<file path="src/rtl/pipelined_addsub.sv">
// Pipelined WIDTH-bit add/subtract built from STAGES ripple segments with a registered
// carry between segments. The whole pipe advances together under a single valid/ready enable.

module pipelined_addsub_seg #(
  parameter int W = 16
) (
  input  logic [W-1:0] a,
  input  logic [W-1:0] b,
  input  logic         ci,
  output logic [W-1:0] s,
  output logic         co
);
  assign {co, s} = {1'b0, a} + {1'b0, b} + {{W{1'b0}}, ci};
endmodule

module pipelined_addsub #(
  parameter int WIDTH  = 32,
  parameter int STAGES = 2
) (
  input  logic             clk,
  input  logic             rst_n,
  input  logic             in_valid,
  output logic             in_ready,
  input  logic [WIDTH-1:0] A,
  input  logic [WIDTH-1:0] B,
  input  logic             Cin,
  input  logic             SUB,
  output logic             out_valid,
  input  logic             out_ready,
  output logic [WIDTH-1:0] SUM,
  output logic             Cout,
  output logic             OVF
);
  localparam int SEG = WIDTH / STAGES;

  logic              adv;
  logic [STAGES:1]   vld_pipe;
  logic              ovf_q;

  assign out_valid = vld_pipe[STAGES];
  assign adv       = !out_valid || out_ready;
  assign in_ready  = adv;

  always_ff @(posedge clk or negedge rst_n) begin
    if (!rst_n) begin
      vld_pipe <= '0;
    end else if (adv) begin
      vld_pipe[1] <= in_valid;
      for (int k = 2; k <= STAGES; k++) vld_pipe[k] <= vld_pipe[k-1];
    end
  end

  // x_q holds unconsumed A segments in its low end and finished sum segments
  // rotated in at the top, so after STAGES steps it is the aligned result.
  for (genvar k = 0; k < STAGES; k++) begin : g_stg
    localparam int BW = WIDTH - k * SEG;

    logic [WIDTH-1:0] x_in, x_nx, x_q;
    logic [BW-1:0]    b_in;
    logic             c_in, c_q, co;
    logic [SEG-1:0]   s;

    if (k == 0) begin : g_first
      assign x_in = A;
      assign b_in = B ^ {WIDTH{SUB}};
      assign c_in = Cin ^ SUB;
    end else begin : g_next
      assign x_in = g_stg[k-1].x_q;
      assign b_in = g_stg[k-1].g_fwd.b_q;
      assign c_in = g_stg[k-1].c_q;
    end

    pipelined_addsub_seg #(.W(SEG)) u_seg (
      .a  (x_in[SEG-1:0]),
      .b  (b_in[SEG-1:0]),
      .ci (c_in),
      .s  (s),
      .co (co)
    );

    if (STAGES == 1) begin : g_one
      assign x_nx = s;
    end else begin : g_rot
      assign x_nx = {s, x_in[WIDTH-1:SEG]};
    end

    always_ff @(posedge clk or negedge rst_n) begin
      if (!rst_n) begin
        x_q <= '0;
        c_q <= 1'b0;
      end else if (adv) begin
        x_q <= x_nx;
        c_q <= co;
      end
    end

    if (k < STAGES - 1) begin : g_fwd
      logic [BW-SEG-1:0] b_q;
      always_ff @(posedge clk or negedge rst_n) begin
        if (!rst_n)   b_q <= '0;
        else if (adv) b_q <= b_in[BW-1:SEG];
      end
    end

    if (k == STAGES - 1) begin : g_last
      // carry into the MSB recovered from the MSB sum bit and its operand bits
      always_ff @(posedge clk or negedge rst_n) begin
        if (!rst_n)   ovf_q <= 1'b0;
        else if (adv) ovf_q <= co ^ (s[SEG-1] ^ x_in[SEG-1] ^ b_in[SEG-1]);
      end
    end
  end

  assign SUM  = g_stg[STAGES-1].x_q;
  assign Cout = g_stg[STAGES-1].c_q;
  assign OVF  = ovf_q;

endmodule

</file>
<file path="config.mk">
export PLATFORM = sky130hd
export DESIGN_NAME = pipelined_addsub
export DESIGN_NICKNAME = d
export VERILOG_FILES = /design/src/rtl/pipelined_addsub.sv
export SDC_FILE = /design/constraint.sdc
export NUM_CORES = 1
export LEC_CHECK = 0
export ABC_AREA = 1
export CORE_ASPECT_RATIO = 1.2
export CORE_MARGIN = 2
export CORE_UTILIZATION = 47
export CTS_BUF_LIST = sky130_fd_sc_hd__clkbuf_4 sky130_fd_sc_hd__clkbuf_8 sky130_fd_sc_hd__clkbuf_16
export CTS_CLUSTER_SIZE = 30
export DETAILED_ROUTE_END_ITERATION = 10
export PLACE_DENSITY_LB_ADDON = 0.3
export SLEW_MARGIN = 30
export SYNTH_ARGS = -nofsm -noshare
export SYNTH_HDL_FRONTEND = slang
export SYNTH_SLANG_ARGS = --single-unit
</file>
<file path="constraint.sdc">
create_clock -name clk -period 1.9 [get_ports clk]
set_input_delay 0.38 -clock clk [delete_from_list [all_inputs] [get_ports clk]]
set_output_delay 0.38 -clock clk [all_outputs]
set_load 0.05 [all_outputs]
</file>
# [Word level (Yosys, flattened, before mapping)]
# Cells that the tools add are included.
[word_totals] ff_bits=85 output_inout_bits=36
[op_classes] bitwise_logic=5 n_reduce_logical=2 n_addsub=4
[ops] cell="$add A16 B16 Y17" n=2
[ops] cell="$add A17 B1 Y17" n=2
[ops] cell="$xor A32 B32 Y32" n=1
[ops] cell="$xor A1 B1 Y1" n=4
[ops] cell="$logic_not A1 Y1" n=1
[ops] cell="$logic_or A1 B1 Y1" n=1

# [Longest topological paths before layout]
[logic_depth] depth_word=5 ltp_mapped=16

# [By module]
# From an unflattened synthesis, not the netlist that was laid out.
[hier_totals] cells_unflattened=760 hier_area_um2=5634.2
[by_module_without_submodules] module="pipelined_addsub" instances=1 cells_per_inst=388 area_per_inst_um2=3649.8
[by_module_without_submodules] module="pipelined_addsub_seg (g_stg[1].u_seg)" instances=1 cells_per_inst=188 area_per_inst_um2=998.5
[by_module_without_submodules] module="pipelined_addsub_seg (g_stg[0].u_seg)" instances=1 cells_per_inst=184 area_per_inst_um2=985.9

# [Least setup slack after synthesis]
# No wires, ideal clock.
[synth_path] path_kind="input to register" startpoint="input port SUB" endpoint="register g_stg[0].x_q[24]" path_buffers=2 t_arrival_ns=2.352 required_time_ns=1.777 slack_ns=-0.575 path_stages=13 setup_ns=0.123 cell_sequence="buf_2 buf_2 xor2_1 fa_1 inv_1 fa_1 inv_1 nand3_1 nand2_1 a21boi_1 o21ai_0 xnor2_1 o21ai_1"
[synth_via] elab_chain_cells=3 elab_cells_between_ends=4
[synth_rtl] element="from (decl)" line_no="27" text="input logic SUB,"
[synth_rtl] element="$xor A32 B32 Y32" line_no="65" text="assign b_in = B ^ {WIDTH{SUB}};"
[synth_rtl] element="$add A16 B16 Y17" line_no="13" text="assign {co, s} = {1'b0, a} + {1'b0, b} + {{W{1'b0}}, ci};"
[synth_rtl] element="$add A17 B1 Y17 *" line_no="13"
[synth_rtl] element="to (signal assigned)" line_no="92" text="x_q <= x_nx;"
[synth_rtl] element="to (decl)" line_no="58" text="logic [WIDTH-1:0] x_in, x_nx, x_q;"
# Every way passes the cells marked *; elsewhere a longest branch is shown, timed or not.
# A chain may end at the register's enable or synchronous reset.

# [Worst setup path in the final report]
[layout_path] startpoint="register g_stg[0].g_fwd.b_q[0]" endpoint="register g_stg[1].x_q[20] (netlist: SUM[20])"
[layout_via] elab_chain_cells=2
[layout_rtl] element="from (decl)" line_no="98" text="logic [BW-SEG-1:0] b_q;"
[layout_rtl] element="from (signal assigned)" line_no="101" text="else if (adv) b_q <= b_in[BW-1:SEG];"
[layout_rtl] element="$add A16 B16 Y17" line_no="13"
[layout_rtl] element="$add A17 B1 Y17" line_no="13"
[layout_rtl] element="to (signal assigned)" line_no="92"
[layout_rtl] element="to (decl)" line_no="58"
# Every way passes these cells.

==> key figures <==
Pwr
  – Power per Cell Area: 1199 nW/µm²
  – Fraction of power consumed by combinational cells: 0.475
  – Pint: 5229 µW
  – Clock power frac: 0.229
  – Net Sw Power: 3682 µW
  – Switching Share: 0.4132
  – VDD IR max: 0.0006255 V
  – Register share of total power: 0.297
  – Leak Pwr: 0.003743 µW
  – Tot Pwr: 8910 µW

Cells and area
  – Commonest non-fill, non-tap cell in the layout: nand2_1
  – Fillers: 818
  – Register area: 2127 µm²
  – Layout cells sized above 1: 0.2538
  – Most frequent cells in the layout: nand2_1, dfrtp_1, buf_4
  – Nets@finish: 895
  – Area grow syn2layout: 45.22%
  – Area of the multi-input gates: 3069 µm²
  – Design area: 7433 µm²
  – Diodes inserted: 0
  – Final core utilization: 0.7034

Detailed routing
  – Final ANT Viol Nets: 0
  – DR vias: 4,769
  – DR WL/cell: 14.48 µm
  – Initial DRC Count: 191
  – # DRC: 0
  – Routed WL: 13.40 mm
  – DR pass1 iterations: 4
  – Via density: 5.156

Synthesis
  – Post-Syn Area: 5119 µm²
  – Predominant post-synthesis flop cell: dfrtp_1
  – Net Count, Synth: 740
  – Synth unique cells: 42
  – Syn Area/Cell: 8.048 µm²
  – Sequential area share after synthesis: 0.4155
  – Fraction of registers with async set/reset: 1.000
  – EDFF count, synth: 0
  – Post-Synthesis Cells: 636
  – Synthesis-stage register bit count: 85
  – Synth warnings: 0

Timing
  – PnR worst setup slack: -0.07635 ns
  – Final hold violations: 0
  – Achievable Freq: 0.5060 GHz
  – Least-Margin Pin Slew: 0.5067 ns
  – Setup TNS: -0.2839 ns
  – RSZ-0062 raised after global routing: true
  – Final min period: 1.976 ns
  – Clock skew: 0.004258 ns
  – Slew Limit Headroom: 0.6616
  – Final Cycle Share: 1.040
  – Slew Viols, Final: 0
  – Endpoints failing setup: 6
  – Hold WS: 0.4514 ns

Worst setup path
  – WS Path Type: flop to flop
  – Crit path required time: 2.13 ns
  – Worst r2r src: g_stg[0].g_fwd.b_q[0]$_DFFE_PN0P_
  – Worst setup SP type: flop
  – Crit. End Element: flop
  – FF-to-FF path depth: 11
  – Reg2reg end: SUM[20]$_DFFE_PN0P_
  – Setup slack, reg-to-reg: -0.08 ns
  – CP Max Fanout: 3
  – Crit path DAT: 2.21 ns

Status
  – Violated checks: negative setup slack
  – Status: finished, violations left

CTS
  – Clk buf depth: 2
  – Clk sinks: 85
  – H-tree depth: 3
  – Clk Latency, worst-skew pair: 0.34 ns
  – Worst-path clk slew: 0.06 ns
  – CTS tree: built
  – Root buffer cell: clkbuf_16
  – CTS Buf Count: 9

Placement
  – PortBufs: 105
  – Cell area after placement: 6611 µm²
  – DP HPWL: 9.128 mm
  – RD Place Congestion: 0.9477

Die
  – Die outline width: 99.27 µm
  – Initial Util: 0.4844
  – Top-Level Pins: 106
  – Row cnt: 41
  – Core Footprint: 10,570 µm²
  – Die Y: 118.3 µm
  – Die Area: 11,750 µm²

Min path
  – Hold EP: vld_pipe[2]$_DFFE_PN0P_
  – Hold Startpoint: vld_pipe[1]$_DFFE_PN0P_
  – Hold Path Depth: 2
  – Hold Crit Class: flop to flop

Global route
  – Pin count of the biggest net entering global routing: 60
  – First-pass GRT wire length: 21.47 mm
  – Overflow after GRT: 0
  – Grt met3 use: 0.04199
  – Number of global-route vias before repair: 4,838
  – GRT Total Usage: 0.2261
  – GRT busiest layer: met2
  – Initial antenna violation count: 0
  – Met2 usage: 0.4096
  – M1 GR Usage: 0.2582

Flow run
  – Max-Cap Viols: 0
==> per-stage QoR <==
stage               worst slack (ns)  cells
detailed placement           -0.6946    893
floorplan                    -0.3220    636
global route                 -0.1587    925
CTS                          -0.1076    914
global placement             -0.6708    893
finish                      -0.07635    925
==> cells by family (layout without fill, tap and decap cells) <==
kind of cell    after synthesis  after routing  synth area share
compound gates               97             97            0.1066
buf+inv                      73            233           0.05549
simple gates                300            300            0.2530
xor+xnor                     47             47           0.08042
fa+ha+maj                    34             34           0.08898
flops                        85             85            0.4155
==> sequential cells by signal, indices dropped and copies added (netlist names) <==
register and cells:
SUM 32, g_stg.x_q 32, g_stg.g_fwd.b_q 16, vld_pipe 2, Cout 1, OVF 1, g_stg.c_q 1
==> worst max-delay path, stage by stage, from the launching register on <==
cell	delay (ns)
dfrtp_1	0.40
fa_2	0.40
inv_2	0.06
fa_2	0.21
inv_2	0.05
nand3_2	0.08
nand2_4	0.08
buf_4	0.16
buf_4	0.12
buf_4	0.12
xnor2_1	0.12
o21ai_1	0.07
==> routing by layer <==
metal | vias up | share of wire | routed length, µm
li1 | 2351 | - | -
met1 | 2252 | 0.39 | 5226
met2 | 142 | 0.54 | 7185
met3 | 24 | 0.052 | 699
met4 | 0 | 0.021 | 284
met5 | - | 0 | 0
==> how the worst max path moves through the flow <==
stage	from	endpoint	slack, ns	cells past startpoint
2_1_floorplan	SUB	g_stg[0].x_q[24]$_DFFE_PN0P_	-0.32	13
3_3_place_gp	Cin	g_stg[0].x_q[30]$_DFFE_PN0P_	-0.67	15
3_5_place_dp	Cin	g_stg[0].x_q[30]$_DFFE_PN0P_	-0.69	15
4_1_cts	g_stg[0].g_fwd.b_q[0]$_DFFE_PN0P_	SUM[28]$_DFFE_PN0P_	-0.11	11
5_1_grt	g_stg[0].g_fwd.b_q[0]$_DFFE_PN0P_	SUM[30]$_DFFE_PN0P_	-0.16	12
6_report	g_stg[0].g_fwd.b_q[0]$_DFFE_PN0P_	SUM[20]$_DFFE_PN0P_	-0.08	11
==> area by class of cell <==
cell class	count	area share
Clock buffer	12	0.03417
Multi-Input combinational cell	478	0.4129
Clock inverter	4	0.01279
Sequential cell	85	0.2861
Inverter	51	0.02575
Timing Repair Buffer	166	0.2065
Tap cell	129	0.02171
==> cells in the mapped netlist, types with 4 or more instances <==
cell type / instances / share of area
clkbuf_1: 8 / 0.0059
xor2_1: 24 / 0.041
xnor2_1: 23 / 0.039
nand4_1: 4 / 0.0049
nand2_1: 215 / 0.16
a31oi_1: 6 / 0.0073
o21ai_0: 50 / 0.049
nor3_1: 6 / 0.0059
fa_1: 4 / 0.016
buf_1: 6 / 0.0044
nand3_1: 32 / 0.031
ha_1: 30 / 0.073
dfrtp_1: 85 / 0.42
buf_2: 8 / 0.0078
nor2_1: 20 / 0.015
inv_1: 47 / 0.034
a21oi_1: 22 / 0.022
inv_2: 4 / 0.0029
==> power by group through the flow <==
stage / Combinational (µW) / Clock [µW] / Sequential, µW
floorplan: 1610 / 0 / 3620
global placement: 3850 / 0 / 2640
detailed placement: 3940 / 0 / 2660
CTS: 4000 / 2070 / 2640
global route: 4580 / 2140 / 2700
finish: 4230 / 2040 / 2640
==> timing repair <==
| item | 4_1_cts | 5_1_grt |
|---|---|---|
| setup endpoints to repair | 27 | 28 |
| hold buffers | 1 | 0 |
| cloned | 0 | 0 |
| endpoints found under the hold margin | 1 | 0 |
| pin swaps | 28 | 77 |
| gates resized for setup | 40 | 83 |
| buffers inserted | 5 | 11 |
(Power assumes the default switching activity.)
